--- src/rtl/psx_mem_arbiter_if.sv ---
// Bundle of the two client request ports, the broadcast read-data return
// and the downstream DDR-bridge request/response signals.
interface psx_mem_arbiter_if;
   logic         i_cmdA;
   logic         i_cmdB;
   logic         i_writeElseReadA;
   logic         i_writeElseReadB;
   logic [1:0]   i_commandSizeA;
   logic [1:0]   i_commandSizeB;
   logic [14:0]  i_targetAddrA;
   logic [14:0]  i_targetAddrB;
   logic [2:0]   i_subAddrA;
   logic [2:0]   i_subAddrB;
   logic [15:0]  i_writeMaskA;
   logic [15:0]  i_writeMaskB;
   logic [255:0] i_dataA;
   logic [255:0] i_dataB;
   logic         o_busyA;
   logic         o_busyB;
   logic         o_dataValidA;
   logic         o_dataValidB;
   logic [255:0] o_dataClient;

   logic         o_command;
   logic         o_writeElseRead;
   logic [1:0]   o_commandSize;
   logic [14:0]  o_targetAddr;
   logic [2:0]   o_subAddr;
   logic [15:0]  o_writeMask;
   logic [255:0] o_data;
   logic         i_busyClient;
   logic         i_dataValidClient;
   logic [255:0] i_dataClient;

   modport slave (
      input  i_cmdA, i_cmdB, i_writeElseReadA, i_writeElseReadB,
      input  i_commandSizeA, i_commandSizeB, i_targetAddrA, i_targetAddrB,
      input  i_subAddrA, i_subAddrB, i_writeMaskA, i_writeMaskB,
      input  i_dataA, i_dataB,
      output o_busyA, o_busyB, o_dataValidA, o_dataValidB, o_dataClient,
      output o_command, o_writeElseRead, o_commandSize, o_targetAddr,
      output o_subAddr, o_writeMask, o_data,
      input  i_busyClient, i_dataValidClient, i_dataClient
   );

   modport master (
      output i_cmdA, i_cmdB, i_writeElseReadA, i_writeElseReadB,
      output i_commandSizeA, i_commandSizeB, i_targetAddrA, i_targetAddrB,
      output i_subAddrA, i_subAddrB, i_writeMaskA, i_writeMaskB,
      output i_dataA, i_dataB,
      input  o_busyA, o_busyB, o_dataValidA, o_dataValidB, o_dataClient,
      input  o_command, o_writeElseRead, o_commandSize, o_targetAddr,
      input  o_subAddr, o_writeMask, o_data,
      output i_busyClient, i_dataValidClient, i_dataClient
   );
endinterface

--- src/rtl/psx_mem_arbiter.sv ---
// Two-client arbiter in front of the DDR bridge: one-entry slot per client,
// a single outstanding downstream transaction, read data broadcast back.
module psx_mem_arbiter #(
   parameter int RR_ENABLE = 1
) (
   input logic                i_clk,
   input logic                i_rst,
   psx_mem_arbiter_if.slave   bus
);

   localparam logic [1:0] IDLE    = 2'd0;
   localparam logic [1:0] WAIT_RD = 2'd1;
   localparam logic [1:0] WAIT_WR = 2'd2;

   typedef struct packed {
      logic         wr;
      logic [1:0]   size;
      logic [14:0]  addr;
      logic [2:0]   sub;
      logic [15:0]  mask;
      logic [255:0] data;
   } req_t;

   logic [1:0] state;
   logic       full_a;
   logic       full_b;
   req_t       slot_a;
   req_t       slot_b;
   req_t       last_out;
   req_t       req_a;
   req_t       req_b;
   req_t       granted;
   req_t       drive;
   logic       last_grant_b;
   logic       owner_b;
   logic       issue;
   logic       grant_b;

   always_comb begin
      req_a   = '{wr: bus.i_writeElseReadA, size: bus.i_commandSizeA,
                  addr: bus.i_targetAddrA, sub: bus.i_subAddrA,
                  mask: bus.i_writeMaskA, data: bus.i_dataA};
      req_b   = '{wr: bus.i_writeElseReadB, size: bus.i_commandSizeB,
                  addr: bus.i_targetAddrB, sub: bus.i_subAddrB,
                  mask: bus.i_writeMaskB, data: bus.i_dataB};
      issue   = (state == IDLE) && !bus.i_busyClient && (full_a || full_b) && !i_rst;
      grant_b = full_b && (!full_a || ((RR_ENABLE != 0) && !last_grant_b));
      granted = grant_b ? slot_b : slot_a;
      drive   = issue ? granted : last_out;
   end

   // Downstream fields hold the last granted request between issues.
   assign bus.o_command       = issue;
   assign bus.o_writeElseRead = drive.wr;
   assign bus.o_commandSize   = drive.size;
   assign bus.o_targetAddr    = drive.addr;
   assign bus.o_subAddr       = drive.sub;
   assign bus.o_writeMask     = drive.mask;
   assign bus.o_data          = drive.data;

   assign bus.o_busyA      = full_a && !i_rst;
   assign bus.o_busyB      = full_b && !i_rst;
   assign bus.o_dataClient = bus.i_dataClient;
   assign bus.o_dataValidA = (state == WAIT_RD) && bus.i_dataValidClient && !owner_b && !i_rst;
   assign bus.o_dataValidB = (state == WAIT_RD) && bus.i_dataValidClient &&  owner_b && !i_rst;

   always_ff @(posedge i_clk) begin
      if (bus.i_cmdA && !full_a) slot_a <= req_a;
      if (bus.i_cmdB && !full_b) slot_b <= req_b;
   end

   // lastGrant only moves on a contested grant, so a lone request never
   // steals the next turn from the other client.
   always_ff @(posedge i_clk) begin
      if (i_rst) begin
         state        <= IDLE;
         full_a       <= 1'b0;
         full_b       <= 1'b0;
         last_grant_b <= 1'b1;
         owner_b      <= 1'b0;
         last_out     <= '0;
      end else begin
         if (bus.i_cmdA && !full_a)    full_a <= 1'b1;
         else if (issue && !grant_b)   full_a <= 1'b0;
         if (bus.i_cmdB && !full_b)    full_b <= 1'b1;
         else if (issue && grant_b)    full_b <= 1'b0;

         case (state)
            IDLE: begin
               if (issue) begin
                  last_out <= granted;
                  owner_b  <= grant_b;
                  if (full_a && full_b) last_grant_b <= grant_b;
                  state    <= granted.wr ? WAIT_WR : WAIT_RD;
               end
            end
            WAIT_RD: if (bus.i_dataValidClient) state <= IDLE;
            WAIT_WR: if (!bus.i_busyClient)     state <= IDLE;
            default: state <= IDLE;
         endcase
      end
   end

endmodule

--- src/flat_wrapper.sv ---
// flat-port wrapper written by rule: the top's interface ports become plain ports
module psx_mem_arbiter_flat 
#(
   parameter int RR_ENABLE = 1
)
  (i_clk, i_rst, bus_i_cmdA, bus_i_cmdB, bus_i_writeElseReadA, bus_i_writeElseReadB, bus_i_commandSizeA, bus_i_commandSizeB, bus_i_targetAddrA, bus_i_targetAddrB, bus_i_subAddrA, bus_i_subAddrB, bus_i_writeMaskA, bus_i_writeMaskB, bus_i_dataA, bus_i_dataB, bus_o_busyA, bus_o_busyB, bus_o_dataValidA, bus_o_dataValidB, bus_o_dataClient, bus_o_command, bus_o_writeElseRead, bus_o_commandSize, bus_o_targetAddr, bus_o_subAddr, bus_o_writeMask, bus_o_data, bus_i_busyClient, bus_i_dataValidClient, bus_i_dataClient);
  psx_mem_arbiter_if bus_i ();
  input logic i_clk;
  input logic i_rst;
  input wire logic [$bits(bus_i.i_cmdA)-1:0] bus_i_cmdA;
  input wire logic [$bits(bus_i.i_cmdB)-1:0] bus_i_cmdB;
  input wire logic [$bits(bus_i.i_writeElseReadA)-1:0] bus_i_writeElseReadA;
  input wire logic [$bits(bus_i.i_writeElseReadB)-1:0] bus_i_writeElseReadB;
  input wire logic [$bits(bus_i.i_commandSizeA)-1:0] bus_i_commandSizeA;
  input wire logic [$bits(bus_i.i_commandSizeB)-1:0] bus_i_commandSizeB;
  input wire logic [$bits(bus_i.i_targetAddrA)-1:0] bus_i_targetAddrA;
  input wire logic [$bits(bus_i.i_targetAddrB)-1:0] bus_i_targetAddrB;
  input wire logic [$bits(bus_i.i_subAddrA)-1:0] bus_i_subAddrA;
  input wire logic [$bits(bus_i.i_subAddrB)-1:0] bus_i_subAddrB;
  input wire logic [$bits(bus_i.i_writeMaskA)-1:0] bus_i_writeMaskA;
  input wire logic [$bits(bus_i.i_writeMaskB)-1:0] bus_i_writeMaskB;
  input wire logic [$bits(bus_i.i_dataA)-1:0] bus_i_dataA;
  input wire logic [$bits(bus_i.i_dataB)-1:0] bus_i_dataB;
  output wire logic [$bits(bus_i.o_busyA)-1:0] bus_o_busyA;
  output wire logic [$bits(bus_i.o_busyB)-1:0] bus_o_busyB;
  output wire logic [$bits(bus_i.o_dataValidA)-1:0] bus_o_dataValidA;
  output wire logic [$bits(bus_i.o_dataValidB)-1:0] bus_o_dataValidB;
  output wire logic [$bits(bus_i.o_dataClient)-1:0] bus_o_dataClient;
  output wire logic [$bits(bus_i.o_command)-1:0] bus_o_command;
  output wire logic [$bits(bus_i.o_writeElseRead)-1:0] bus_o_writeElseRead;
  output wire logic [$bits(bus_i.o_commandSize)-1:0] bus_o_commandSize;
  output wire logic [$bits(bus_i.o_targetAddr)-1:0] bus_o_targetAddr;
  output wire logic [$bits(bus_i.o_subAddr)-1:0] bus_o_subAddr;
  output wire logic [$bits(bus_i.o_writeMask)-1:0] bus_o_writeMask;
  output wire logic [$bits(bus_i.o_data)-1:0] bus_o_data;
  input wire logic [$bits(bus_i.i_busyClient)-1:0] bus_i_busyClient;
  input wire logic [$bits(bus_i.i_dataValidClient)-1:0] bus_i_dataValidClient;
  input wire logic [$bits(bus_i.i_dataClient)-1:0] bus_i_dataClient;
  assign bus_i.i_cmdA = bus_i_cmdA;
  assign bus_i.i_cmdB = bus_i_cmdB;
  assign bus_i.i_writeElseReadA = bus_i_writeElseReadA;
  assign bus_i.i_writeElseReadB = bus_i_writeElseReadB;
  assign bus_i.i_commandSizeA = bus_i_commandSizeA;
  assign bus_i.i_commandSizeB = bus_i_commandSizeB;
  assign bus_i.i_targetAddrA = bus_i_targetAddrA;
  assign bus_i.i_targetAddrB = bus_i_targetAddrB;
  assign bus_i.i_subAddrA = bus_i_subAddrA;
  assign bus_i.i_subAddrB = bus_i_subAddrB;
  assign bus_i.i_writeMaskA = bus_i_writeMaskA;
  assign bus_i.i_writeMaskB = bus_i_writeMaskB;
  assign bus_i.i_dataA = bus_i_dataA;
  assign bus_i.i_dataB = bus_i_dataB;
  assign bus_o_busyA = bus_i.o_busyA;
  assign bus_o_busyB = bus_i.o_busyB;
  assign bus_o_dataValidA = bus_i.o_dataValidA;
  assign bus_o_dataValidB = bus_i.o_dataValidB;
  assign bus_o_dataClient = bus_i.o_dataClient;
  assign bus_o_command = bus_i.o_command;
  assign bus_o_writeElseRead = bus_i.o_writeElseRead;
  assign bus_o_commandSize = bus_i.o_commandSize;
  assign bus_o_targetAddr = bus_i.o_targetAddr;
  assign bus_o_subAddr = bus_i.o_subAddr;
  assign bus_o_writeMask = bus_i.o_writeMask;
  assign bus_o_data = bus_i.o_data;
  assign bus_i.i_busyClient = bus_i_busyClient;
  assign bus_i.i_dataValidClient = bus_i_dataValidClient;
  assign bus_i.i_dataClient = bus_i_dataClient;
  psx_mem_arbiter #(.RR_ENABLE(RR_ENABLE)) u_core (.i_clk(i_clk), .i_rst(i_rst), .bus(bus_i));
endmodule
--- config.mk ---
export PLATFORM = sky130hd
export DESIGN_NAME = psx_mem_arbiter_flat
export DESIGN_NICKNAME = d
export VERILOG_FILES = /design/src/rtl/psx_mem_arbiter_if.sv /design/src/rtl/psx_mem_arbiter.sv /design/src/flat_wrapper.sv
export SDC_FILE = /design/constraint.sdc
export NUM_CORES = 1
export LEC_CHECK = 0
export ABC_AREA = 0
export BUFFER_PORTS_ARGS = -buffer_cell sky130_fd_sc_hd__buf_2
export CORE_AREA = 5 5 538 540
export DETAILED_ROUTE_END_ITERATION = 7
export DIE_AREA = 0 0 543 545
export SETUP_SLACK_MARGIN = 0.5
export SLEW_MARGIN = 5
export SYNTH_ARGS = -nofsm -noshare
export SYNTH_HDL_FRONTEND = slang
export SYNTH_SLANG_ARGS = --single-unit
--- constraint.sdc ---
create_clock -name i_clk -period 31.8 [get_ports i_clk]
set_clock_uncertainty 0.1 [all_clocks]
set_input_delay 3.18 -clock i_clk [delete_from_list [all_inputs] [get_ports i_clk]]
set_output_delay 3.18 -clock i_clk [all_outputs]
set_load 0.1 [all_outputs]
==> impl_results.md <==
- Outcome: finished, final reports clean
- Final Slew Violations: 0
- Slowest CP cell: buf_4
- Reg area: about 24,000 µm²
- Dpl ws: slightly above 20 ns
- Post-Synth Adder-Cell Area: 0%
- First-pass GRT wire length: 237,000 µm
- 1st-pass router iterations: 5
- IO Pins: 1,402
- Layout fillers: 31.3k
- CP bufs+invs: 6
- Worst skew pair latency: 0.82 ns
- Synth Register Bits: 885
- Share of cells above drive strength 1: 35.7%
- Mapped Cells: ~2.5k
- Area of the multi-input gates: just under 9000 µm²
- GRT Total Usage: around 12%
- Fin Hold WS: roughly 0.36 ns
- Crit path DAT: 8.14 ns
- Ys async rst share: 0%
- Yosys warnings: 0
- FP Rows: slightly below 200
- H-Tree Depth: 3
- Largest net degree at the start of global routing: 164
- Initial Util: between 10% and 20%
- Post-synth EDFFs: between 500 and 600
- Primary FF master, synth: edfxtp_1
- Pwr dens: approximately 69 nW/µm²
- Port bufs: 889
- Hold endpoint: u_core.last_out[120]$_SDFFE_PP0N_
- RSZ-0062 raised after global routing: false
- Post-cts resize count: 0
- Setup violations, final: 0
- Final wirelength: between 150,000 and 200,000 µm
- Xor/xnor share of the synthesized area: 0%
- CORE AREA: around 280,000 µm²
- 1st-iter DRT viols: roughly 1.7k
- CTS buffer count: 104
- Fin. Hold Viols: 0
- Mux contribution to synthesized area: 16.2%
- Req. time, crit path: 28.52 ns
- Max clock buf depth: 4
- Crit end category: output pin
- Post-route setup slack: ~20 ns
- Postcts setup bufs: 0
- Most common cell after layout, fill and taps aside: buf_2
- Vias in the first global route: around 24k
- HPWL after DPL: approximately 160,000 µm
- Setup_tns: 0 ns
- Clk pin slew, worst setup/hold paths: around 0.050 ns
- Flop-to-flop setup slack: between 20 and 30 ns
- DR WL/cell: 27.1 µm
- Worst hold path startpoint: u_core.last_out[120]$_SDFFE_PP0N_
- Max Clock Freq: roughly 88 MHz
- CTS Sinks: between 800 and 900
- CP delay by family, top: buffers and inverters
- Cells on Worst Hold Path: 1
- Startpoint types: input port
- Most frequent cells in the layout: buf_2 (889), edfxtp_1 (586), mux2i_1 (554), dfxtp_1 (299), inv_1 (296)
- Remaining Overflow, GRT: 0
- Avg Inst Size Synth: between 10 and 15 µm²
- CTS root buffer: clkbuf_16
- Largest family of logic cells by synthesized area: multiplexers
- Initial antenna violation count: 25
- Die Ht: roughly 550 µm
- Slew @ Worst Pin: approximately 1.2 ns
- Hold Path Class: reg2reg
- Routability congestion estimate: just over 0.9
- Reg-to-Reg Start: u_core.full_b$_SDFFE_PP0P_
- Netlist cell types: 30
- Leakage: between 0.015 and 0.02 µW
- Mapped Area: ~36,000 µm²
- CTS tree: yes
- Area delta synth->final: 29.1%
- Cells along the critical path: buf_2, or3_1, or3_4, clkinv_16, buf_4, buf_4, buf_12, mux2i_1, buf_2
- VDD IR max: around 0.000052 V
- Vias: between 20k and 25k
- Critical path class: in2out
- Crit Path Max Fanout: between 90 and 100
- Antenna-violating nets left: 0
- CP peak stage delay: 0.82 ns
- Total power draw: between 3000 and 4000 µW
- Nets: 4,006
- Max-cap viol count: 0
- DRC viols: 0
- R2r endpoint: u_core.last_out[143]$_SDFFE_PP0N_
- Die Span X: ~540 µm
- Complex-gate fraction of the synthesized area: between 7 and 8%
- Fin crit share: between 30% and 40%
- Syn Nets: 3,329
- Headroom to the max-slew limit: 15.6%
- Synth Area in Simple Gates: less than 1%
- DIE AREA: 296,000 µm²
- Vias/cell: around 3.3
- Path depth of the worst reg2reg path: 6
- Register area share after synthesis: roughly two thirds
- # hold bufs at CTS: 0
- Post-layout min period: 11.42 ns
## worst register-to-register path, cell delays in order, from the launching register on
cell	delay [ns]
dfxtp_1	0.51
a21boi_4	0.65
buf_4	0.68
buf_4	0.82
buf_4	0.88
mux2i_1	1.06
o2bb2ai_1	0.17
## area by class of cell
| class | instances | share of cell area (%) |
|---|---|---|
| Antenna cell | 18 | 0.0965 |
| Timing Repair Buffer | 959 | 10.7 |
| Clock inverter | 52 | 1.29 |
| Clock buffer | 131 | 6.01 |
| Multi-Input combinational cell | 911 | 18.8 |
| Sequential cell | 885 | 50.5 |
| Tap cell | 3762 | 10.1 |
| Inverter | 297 | 2.45 |
## sequential cells by signal, summed over array words and instances (netlist names)
name,count
u_core.full_a,1
u_core.full_b,1
u_core.last_grant_b,1
u_core.last_out,293
u_core.owner_b,1
u_core.slot_a,293
u_core.slot_b,293
u_core.state,2
## cell families after synthesis
family | Yosys count
flops | 885
simple gates | 20
mux | 585
buf+inv | 685
compound gates | 306
## per-layer routing
metal	global-route usage (%)	part of all wire, %	routed length (µm)	vias up
li1	-	-	-	10100
met1	12.0	33	63500	11100
met2	21.9	51	97100	1435
met3	5.39	11	21600	293
met4	4.57	4.1	7850	4
met5	0.0812	0.027	52	-
## worst max path at each step
stage	to	depth (start not counted)	startpoint
floorplan	u_core.slot_b[0]$_DFFE_PP_	1	bus_i_cmdB
global placement	bus_o_data[42]	9	bus_i_busyClient
detailed placement	bus_o_data[52]	9	bus_i_busyClient
CTS	bus_o_data[55]	9	bus_i_busyClient
global route	bus_o_data[44]	9	bus_i_busyClient
finish	bus_o_data[55]	9	bus_i_busyClient
## power by group
part / switching, µW / internal, µW
clock: 501 / 706
sequential: 32.1 / 1310
combinational: 539 / 133
## synth_stat cells, types with 2 or more instances
cell         n  share of area [%]
buf_4      258                5.4
nand3_1      2              0.028
nor2_1       7              0.073
buf_8       20               0.83
nand2_1      2              0.021
buf_12       3               0.17
nor2b_1      3              0.052
buf_2       58               0.80
clkbuf_1    42               0.44
dfxtp_1    299                 17
o2bb2ai_1  293                7.1
a211oi_1     2              0.042
buf_6        7               0.22
mux2i_1    585                 16
edfxtp_1   586                 49
inv_1      296                3.1
o21ai_0      3              0.042
or3_1        3              0.052
## per-stage QoR
step                util [%]  area [µm²]  std cells
floorplan                  -       36100       2481
global placement        15.2       43200       6814
detailed placement      15.2       43200       6814
CTS                     16.4       46600       6997
global route            16.4       46600       7002
finish                  16.4       46700       7015
(Power assumes the default switching activity.)
